File: src/rtl/read_stage_if.sv
// Read-stage bundle: decoded-instruction controls in, register file handshake, operands and PC command out.
// Pure wiring container; no logic or latency of its own.
// No backpressure: the stage consumes a new instruction every cycle.
interface read_stage_if;
  // Decoded instruction fields
  logic        imm_en;
  logic [4:0]  arg_imm;
  logic        read_a;
  logic [3:0]  arg_a;
  logic        read_b;
  logic [3:0]  arg_b;
  logic [2:0]  cmp_b;
  logic        pc_set;
  logic        pc_add;
  logic        pc_inc;
  logic [1:0]  pc_src;
  logic [1:0]  en_regs;
  logic        i_alu_en;
  logic [3:0]  i_truth_table;
  logic [4:0]  i_alu_op;
  logic        sh_off_imm;

  // Register file read port (request out, data back in the same cycle)
  logic [15:0] reg_a_value;
  logic [15:0] reg_b_value;
  logic        reg_a_read;
  logic        reg_b_read;
  logic [3:0]  reg_a;
  logic [3:0]  reg_b;

  // Registered results toward the execute stage
  logic        src_a_en;
  logic        src_b_en;
  logic [15:0] src_a;
  logic [15:0] src_b;
  logic        o_pc_set;
  logic        o_pc_add;
  logic        o_pc_inc;
  logic [30:0] pc;
  logic        o_alu_en;
  logic [3:0]  o_truth_table;
  logic [4:0]  o_alu_op;
  logic [3:0]  sh_off;

  // Upstream side: drives the instruction and register data, observes results
  modport master (
    output imm_en, arg_imm, read_a, arg_a, read_b, arg_b, cmp_b,
           pc_set, pc_add, pc_inc, pc_src, en_regs,
           i_alu_en, i_truth_table, i_alu_op, sh_off_imm,
           reg_a_value, reg_b_value,
    input  reg_a_read, reg_b_read, reg_a, reg_b,
           src_a_en, src_b_en, src_a, src_b,
           o_pc_set, o_pc_add, o_pc_inc, pc,
           o_alu_en, o_truth_table, o_alu_op, sh_off
  );

  // Read stage side
  modport slave (
    input  imm_en, arg_imm, read_a, arg_a, read_b, arg_b, cmp_b,
           pc_set, pc_add, pc_inc, pc_src, en_regs,
           i_alu_en, i_truth_table, i_alu_op, sh_off_imm,
           reg_a_value, reg_b_value,
    output reg_a_read, reg_b_read, reg_a, reg_b,
           src_a_en, src_b_en, src_a, src_b,
           o_pc_set, o_pc_add, o_pc_inc, pc,
           o_alu_en, o_truth_table, o_alu_op, sh_off
  );
endinterface

File: src/rtl/read_stage.sv
// Read stage: fetches register operands, forms ALU operands, PC target and branch-qualified PC command.
// Latency: register file requests are combinational; every other output is registered, 1 cycle.
// No backpressure: a new instruction is accepted every cycle, there is no stall input.
module read_stage (
  input  logic          cpu_clk,
  input  logic          cpu_rst,
  read_stage_if.slave   bus
);

  // Register file request goes straight through so data returns in this same cycle
  always_comb begin
    bus.reg_a_read = bus.read_a;
    bus.reg_a      = bus.arg_a;
    bus.reg_b_read = bus.read_b;
    bus.reg_b      = bus.arg_b;
  end

  logic [15:0] a_val;
  logic [15:0] b_val;
  logic [15:0] imm_sext16;
  logic [30:0] imm_sext31;

  // Operand values: an unread register counts as zero; immediate is a signed 5-bit field
  always_comb begin
    a_val      = bus.read_a ? bus.reg_a_value : 16'h0000;
    b_val      = bus.read_b ? bus.reg_b_value : 16'h0000;
    imm_sext16 = {{11{bus.arg_imm[4]}}, bus.arg_imm};
    imm_sext31 = {{26{bus.arg_imm[4]}}, bus.arg_imm};
  end

  logic b_zero;
  logic b_neg;
  logic cond_true;

  // Branch condition on B as a signed 16-bit value
  always_comb begin
    b_zero    = (b_val == 16'h0000);
    b_neg     = b_val[15];
    cond_true = 1'b0;
    case (bus.cmp_b)
      3'd0:    cond_true = 1'b1;
      3'd1:    cond_true = b_zero;
      3'd2:    cond_true = !b_zero;
      3'd3:    cond_true = b_neg;
      3'd4:    cond_true = !b_neg;
      3'd5:    cond_true = !b_neg && !b_zero;
      3'd6:    cond_true = b_neg || b_zero;
      default: cond_true = 1'b0;
    endcase
  end

  logic        src_a_en_d, src_a_en_q;
  logic        src_b_en_d, src_b_en_q;
  logic [15:0] src_a_d, src_a_q;
  logic [15:0] src_b_d, src_b_q;
  logic        pc_set_d, pc_set_q;
  logic        pc_add_d, pc_add_q;
  logic        pc_inc_d, pc_inc_q;
  logic [30:0] pc_d, pc_q;
  logic        alu_en_d, alu_en_q;
  logic [3:0]  truth_table_d, truth_table_q;
  logic [4:0]  alu_op_d, alu_op_q;
  logic [3:0]  sh_off_d, sh_off_q;

  // Next-state for operands, ALU controls and shift offset
  always_comb begin
    src_a_en_d    = bus.en_regs[0];
    src_b_en_d    = bus.en_regs[1];
    src_a_d       = a_val;
    src_b_d       = bus.imm_en ? imm_sext16 : b_val;
    sh_off_d      = bus.sh_off_imm ? bus.arg_imm[3:0] : b_val[3:0];
    alu_en_d      = bus.i_alu_en;
    truth_table_d = bus.i_truth_table;
    alu_op_d      = bus.i_alu_op;
  end

  // PC target: concatenated pair, immediate, or A extended either way
  always_comb begin
    pc_d = 31'd0;
    case (bus.pc_src)
      2'd0:    pc_d = {a_val[14:0], b_val};
      2'd1:    pc_d = imm_sext31;
      2'd2:    pc_d = {{15{a_val[15]}}, a_val};
      default: pc_d = {15'd0, a_val};
    endcase
  end

  // PC command: a failed branch turns a jump into a plain increment; set wins over add
  always_comb begin
    pc_set_d = 1'b0;
    pc_add_d = 1'b0;
    pc_inc_d = bus.pc_inc;
    if (cond_true) begin
      pc_set_d = bus.pc_set;
      pc_add_d = bus.pc_add && !bus.pc_set;
    end else if (bus.pc_set || bus.pc_add) begin
      pc_inc_d = 1'b1;
    end
  end

  // Single pipeline register; async reset clears every registered output
  always_ff @(posedge cpu_clk or negedge cpu_rst) begin
    if (!cpu_rst) begin
      src_a_en_q    <= 1'b0;
      src_b_en_q    <= 1'b0;
      src_a_q       <= 16'h0000;
      src_b_q       <= 16'h0000;
      pc_set_q      <= 1'b0;
      pc_add_q      <= 1'b0;
      pc_inc_q      <= 1'b0;
      pc_q          <= 31'd0;
      alu_en_q      <= 1'b0;
      truth_table_q <= 4'h0;
      alu_op_q      <= 5'h00;
      sh_off_q      <= 4'h0;
    end else begin
      src_a_en_q    <= src_a_en_d;
      src_b_en_q    <= src_b_en_d;
      src_a_q       <= src_a_d;
      src_b_q       <= src_b_d;
      pc_set_q      <= pc_set_d;
      pc_add_q      <= pc_add_d;
      pc_inc_q      <= pc_inc_d;
      pc_q          <= pc_d;
      alu_en_q      <= alu_en_d;
      truth_table_q <= truth_table_d;
      alu_op_q      <= alu_op_d;
      sh_off_q      <= sh_off_d;
    end
  end

  // Registered outputs onto the bundle
  always_comb begin
    bus.src_a_en      = src_a_en_q;
    bus.src_b_en      = src_b_en_q;
    bus.src_a         = src_a_q;
    bus.src_b         = src_b_q;
    bus.o_pc_set      = pc_set_q;
    bus.o_pc_add      = pc_add_q;
    bus.o_pc_inc      = pc_inc_q;
    bus.pc            = pc_q;
    bus.o_alu_en      = alu_en_q;
    bus.o_truth_table = truth_table_q;
    bus.o_alu_op      = alu_op_q;
    bus.sh_off        = sh_off_q;
  end

endmodule

File: src/flat_wrapper.sv
// flat-port wrapper written by rule: the top's interface ports become plain ports
module read_stage_flat 
  (cpu_clk, cpu_rst, bus_imm_en, bus_arg_imm, bus_read_a, bus_arg_a, bus_read_b, bus_arg_b, bus_cmp_b, bus_pc_set, bus_pc_add, bus_pc_inc, bus_pc_src, bus_en_regs, bus_i_alu_en, bus_i_truth_table, bus_i_alu_op, bus_sh_off_imm, bus_reg_a_value, bus_reg_b_value, bus_reg_a_read, bus_reg_b_read, bus_reg_a, bus_reg_b, bus_src_a_en, bus_src_b_en, bus_src_a, bus_src_b, bus_o_pc_set, bus_o_pc_add, bus_o_pc_inc, bus_pc, bus_o_alu_en, bus_o_truth_table, bus_o_alu_op, bus_sh_off);
  read_stage_if bus_i ();
  input  logic cpu_clk;
  input  logic cpu_rst;
  input wire logic [$bits(bus_i.imm_en)-1:0] bus_imm_en;
  input wire logic [$bits(bus_i.arg_imm)-1:0] bus_arg_imm;
  input wire logic [$bits(bus_i.read_a)-1:0] bus_read_a;
  input wire logic [$bits(bus_i.arg_a)-1:0] bus_arg_a;
  input wire logic [$bits(bus_i.read_b)-1:0] bus_read_b;
  input wire logic [$bits(bus_i.arg_b)-1:0] bus_arg_b;
  input wire logic [$bits(bus_i.cmp_b)-1:0] bus_cmp_b;
  input wire logic [$bits(bus_i.pc_set)-1:0] bus_pc_set;
  input wire logic [$bits(bus_i.pc_add)-1:0] bus_pc_add;
  input wire logic [$bits(bus_i.pc_inc)-1:0] bus_pc_inc;
  input wire logic [$bits(bus_i.pc_src)-1:0] bus_pc_src;
  input wire logic [$bits(bus_i.en_regs)-1:0] bus_en_regs;
  input wire logic [$bits(bus_i.i_alu_en)-1:0] bus_i_alu_en;
  input wire logic [$bits(bus_i.i_truth_table)-1:0] bus_i_truth_table;
  input wire logic [$bits(bus_i.i_alu_op)-1:0] bus_i_alu_op;
  input wire logic [$bits(bus_i.sh_off_imm)-1:0] bus_sh_off_imm;
  input wire logic [$bits(bus_i.reg_a_value)-1:0] bus_reg_a_value;
  input wire logic [$bits(bus_i.reg_b_value)-1:0] bus_reg_b_value;
  output wire logic [$bits(bus_i.reg_a_read)-1:0] bus_reg_a_read;
  output wire logic [$bits(bus_i.reg_b_read)-1:0] bus_reg_b_read;
  output wire logic [$bits(bus_i.reg_a)-1:0] bus_reg_a;
  output wire logic [$bits(bus_i.reg_b)-1:0] bus_reg_b;
  output wire logic [$bits(bus_i.src_a_en)-1:0] bus_src_a_en;
  output wire logic [$bits(bus_i.src_b_en)-1:0] bus_src_b_en;
  output wire logic [$bits(bus_i.src_a)-1:0] bus_src_a;
  output wire logic [$bits(bus_i.src_b)-1:0] bus_src_b;
  output wire logic [$bits(bus_i.o_pc_set)-1:0] bus_o_pc_set;
  output wire logic [$bits(bus_i.o_pc_add)-1:0] bus_o_pc_add;
  output wire logic [$bits(bus_i.o_pc_inc)-1:0] bus_o_pc_inc;
  output wire logic [$bits(bus_i.pc)-1:0] bus_pc;
  output wire logic [$bits(bus_i.o_alu_en)-1:0] bus_o_alu_en;
  output wire logic [$bits(bus_i.o_truth_table)-1:0] bus_o_truth_table;
  output wire logic [$bits(bus_i.o_alu_op)-1:0] bus_o_alu_op;
  output wire logic [$bits(bus_i.sh_off)-1:0] bus_sh_off;
  assign bus_i.imm_en = bus_imm_en;
  assign bus_i.arg_imm = bus_arg_imm;
  assign bus_i.read_a = bus_read_a;
  assign bus_i.arg_a = bus_arg_a;
  assign bus_i.read_b = bus_read_b;
  assign bus_i.arg_b = bus_arg_b;
  assign bus_i.cmp_b = bus_cmp_b;
  assign bus_i.pc_set = bus_pc_set;
  assign bus_i.pc_add = bus_pc_add;
  assign bus_i.pc_inc = bus_pc_inc;
  assign bus_i.pc_src = bus_pc_src;
  assign bus_i.en_regs = bus_en_regs;
  assign bus_i.i_alu_en = bus_i_alu_en;
  assign bus_i.i_truth_table = bus_i_truth_table;
  assign bus_i.i_alu_op = bus_i_alu_op;
  assign bus_i.sh_off_imm = bus_sh_off_imm;
  assign bus_i.reg_a_value = bus_reg_a_value;
  assign bus_i.reg_b_value = bus_reg_b_value;
  assign bus_reg_a_read = bus_i.reg_a_read;
  assign bus_reg_b_read = bus_i.reg_b_read;
  assign bus_reg_a = bus_i.reg_a;
  assign bus_reg_b = bus_i.reg_b;
  assign bus_src_a_en = bus_i.src_a_en;
  assign bus_src_b_en = bus_i.src_b_en;
  assign bus_src_a = bus_i.src_a;
  assign bus_src_b = bus_i.src_b;
  assign bus_o_pc_set = bus_i.o_pc_set;
  assign bus_o_pc_add = bus_i.o_pc_add;
  assign bus_o_pc_inc = bus_i.o_pc_inc;
  assign bus_pc = bus_i.pc;
  assign bus_o_alu_en = bus_i.o_alu_en;
  assign bus_o_truth_table = bus_i.o_truth_table;
  assign bus_o_alu_op = bus_i.o_alu_op;
  assign bus_sh_off = bus_i.sh_off;
  read_stage u_core (.cpu_clk(cpu_clk), .cpu_rst(cpu_rst), .bus(bus_i));
endmodule
File: config.mk
export PLATFORM = sky130hd
export DESIGN_NAME = read_stage_flat
export DESIGN_NICKNAME = d
export VERILOG_FILES = /design/src/rtl/read_stage_if.sv /design/src/rtl/read_stage.sv /design/src/flat_wrapper.sv
export SDC_FILE = /design/constraint.sdc
export NUM_CORES = 1
export LEC_CHECK = 0
export CAP_MARGIN = 10
export CORE_ASPECT_RATIO = 0.5
export CORE_MARGIN = 10
export CORE_UTILIZATION = 38
export DETAILED_ROUTE_END_ITERATION = 10
export GPL_TIMING_DRIVEN = 0
export PLACE_DENSITY = 0.77
export SLEW_MARGIN = 20
export SYNTH_ARGS = -nofsm -noshare
export SYNTH_HDL_FRONTEND = slang
export SYNTH_SLANG_ARGS = --single-unit
File: constraint.sdc
create_clock -name cpu_clk -period 0.8 [get_ports cpu_clk]
set_input_delay 0.16 -clock cpu_clk [delete_from_list [all_inputs] [get_ports cpu_clk]]
set_output_delay 0.16 -clock cpu_clk [all_outputs]
set_load 0.01 [all_outputs]
==> results.cfg <==
[run_status]
status = complete, but fails checks
violations = negative hold slack, negative setup slack

[route]
wirelength_um = 10830
routedWlPerCell_um = 20.28
firstDrtPassIters = 4
ant_nets = 0
routed-via-count = 2583
drc = 0
drt_iter0_drc = 137
vias_per_cell = 4.837

[timing]
tns_ns = -17.52
period_needed_ns = 1.026
rsz0062_at_grt = yes
setup_ws_ns = -0.2262
maxSlewViolCount = 0
holdWs_ns = -0.2983
post-route-period-util_pct = 128.3
finalSetupViolations = 100
worst_slew_pin_slew_ns = 0.4980
timing.slew.headroom_pct = 66.80
finalHoldViolCount = 19
maxClockFrequency_ghz = 0.9745

[clocking]
cts-root-buf = clkbuf_16
cts_max_path_buffers = 2
htree_levels = 3
cts.sinks = 82
cts_made_buffers = 9
clkTransAtPathRegs_ns = 0.06
cts_tree = yes

[logic_synthesis]
ys_ff_latch = 82
synth_edf_count = 0
synth_top_cell_area_share_pct = 68.97
synth_cell_type_count = 29
synth_nets = 320
syn_area_per_cell_um2 = 11.95
yosysSeqAreaShare_pct = 68.97
synthCells = 249
synthArstFlopShare_pct = 100.0
synth_area_leaders = dfrtp_1 (69%), a211oi_1 (3.8%), o21ai_0 (3.7%)
synth_common_cells = dfrtp_1 (82), nand2_1 (29), o21ai_0 (22), a21oi_1 (18)
netlist_area_mm2 = 0.002975
synth_area_leader_cell = dfrtp_1
synth_flop_cell = dfrtp_1
ys.warnings.count = 0
yosysMostFrequentCell = dfrtp_1

[die]
ios = 163
start_util_pct = 39.89
rows = 22
dieWidth_um = 145.1
die_area_mm2 = 0.01198
core_mm2 = 0.007460
fp.dieH_um = 82.57

[critical_path]
worstSetupPathType = reg -> out
cp-endpoint = bus_pc[24]
cp.depth = 1
cp.arrival_ns = 0.87
crit_required_ns = 0.64
crit_slowest_cell = dfrtp_1
cp_max_fo = 1
cp-start-kind = register
crit_buf_inv = 1
crit_start = u_core.bus.pc[24]
end_kind = output port
slowest_delay_ns = 0.38
critical_path.top_delay_family = flip-flops
crit_chain = buf_2

[global_route]
first_global_vias = 2824
grt_start_max_net_pins = 64
grt_use_total_pct = 17.68
grt_overflow = 0
antenna_found_initial = 0
grt_first_pass_wirelength_um = 16170

[placed_design]
routabilityCongestion = 0.7918
pre_cts_ws_ns = -0.9751
post-dp-hpwl_um = 8037
dp.cells = 509
portBuffers = 151

[power_and_ir_drop]
power_density_mw_per_mm2 = 2035
ir_drop_v = 0.001111
power.total_uw = 10550
cellLeakagePower_uw = 0.002612

[cells_and_area]
area_growth_pct = 74.31
final_cells = 534
antenna-diode-count = 0
drive_above_1_share_pct = 46.48
finalNetCount = 493

[worst_hold_path]
hp-class = in -> async

[job]
cap_violations = 0
## layer usage
metal	part of all wire (%)	up-vias	track usage, %	routed length (µm)
met1	36	1292	17.72	3904
met2	57	85	35.25	6135
li1	-	1190	-	-
met4	2.0	0	5.812	221
met5	0	-	0	0
met3	5.3	16	5.589	570
## cells by family after synthesis
| family | synth area share (%) |
|---|---|
| multiplexers | 1.093 |
| AO/OA/AOI/OAI | 15.22 |
| buffers and inverters | 6.686 |
| flip-flops | 68.97 |
| AND/OR/NAND/NOR | 8.032 |
## how the worst min path moves through the flow
stage / to / depth (start not counted) / slack, ns / startpoint
floorplan: u_core.bus.o_alu_en / 0 / -0.14 / cpu_rst
global placement: u_core.bus.src_b[1] / 2 / 0.40 / bus_imm_en
detailed placement: u_core.bus.src_b[2] / 1 / 0.07 / cpu_rst
CTS: u_core.bus.src_b[13] / 1 / -0.30 / cpu_rst
global route: u_core.bus.src_b[5] / 1 / -0.28 / cpu_rst
finish: u_core.bus.src_b[5] / 1 / -0.30 / cpu_rst
## sequential cells by signal, summed over array words and instances, names as in the netlist
register                  count
u_core.bus.o_pc_set           1
u_core.bus.src_b_en           1
u_core.bus.src_a             16
u_core.bus.pc                31
u_core.bus.o_alu_en           1
u_core.bus.src_a_en           1
u_core.bus.o_pc_add           1
u_core.bus.o_truth_table      4
u_core.bus.src_b             16
u_core.bus.o_pc_inc           1
u_core.bus.sh_off             4
u_core.bus.o_alu_op           5
## cell type report
cell class                 count  area, µm²
fill                         531       2273
multi-input combinational    128      957.2
sequential                    82       2052
clock buffer                   9      225.2
buffer                        24      232.7
tap                          108      135.1
timing repair buffer         162       1460
clock inverter                 6      67.56
inverter                      15      56.30
## layout by cell type, fill, tap and decap left out, types with 3 or more instances in the layout
| master | instances |
|---|---|
| a211oi_1 | 3 |
| nor2_1 | 5 |
| buf_8 | 5 |
| clkbuf_16 | 10 |
| inv_1 | 15 |
| clkdlybuf4s50_1 | 34 |
| nand2_1 | 29 |
| clkbuf_2 | 3 |
| o21ai_0 | 9 |
| dlygate4sd2_1 | 11 |
| buf_2 | 46 |
| and2_4 | 3 |
| o21ai_2 | 14 |
| a21o_1 | 12 |
| a21oi_1 | 16 |
| nor4_4 | 4 |
| o21ai_1 | 3 |
| buf_4 | 21 |
| a211oi_2 | 10 |
| dfrtp_1 | 82 |
| buf_6 | 58 |
## report_power, final
part	total (µW)	switching [µW]	leakage [µW]	internal, µW
Clock	4100	1690	0.000138	2410
Sequential	4540	111	0.00102	4430
Combinational	1910	916	0.00145	999
## stage by stage
stage               hold slack (ns)  cell area [µm²]  utilization (%)
detailed placement          0.06535             4838            64.86
global route                -0.2831             5186            69.52
floorplan                   -0.1356             3167                -
finish                      -0.2983             5186            69.52
global placement             0.3997             4813            64.53
CTS                         -0.2965             5071            67.98
## repair_timing
item | CTS | global route
setup endpoints to repair | 146 | 111
pin swaps | 13 | 5
cloned | 2 | 0
endpoints found under the hold margin | 19 | 19
buffers inserted | 7 | 1
resized for setup | 517 | 26
No activity file was read; power rests on OpenSTA's default activity.
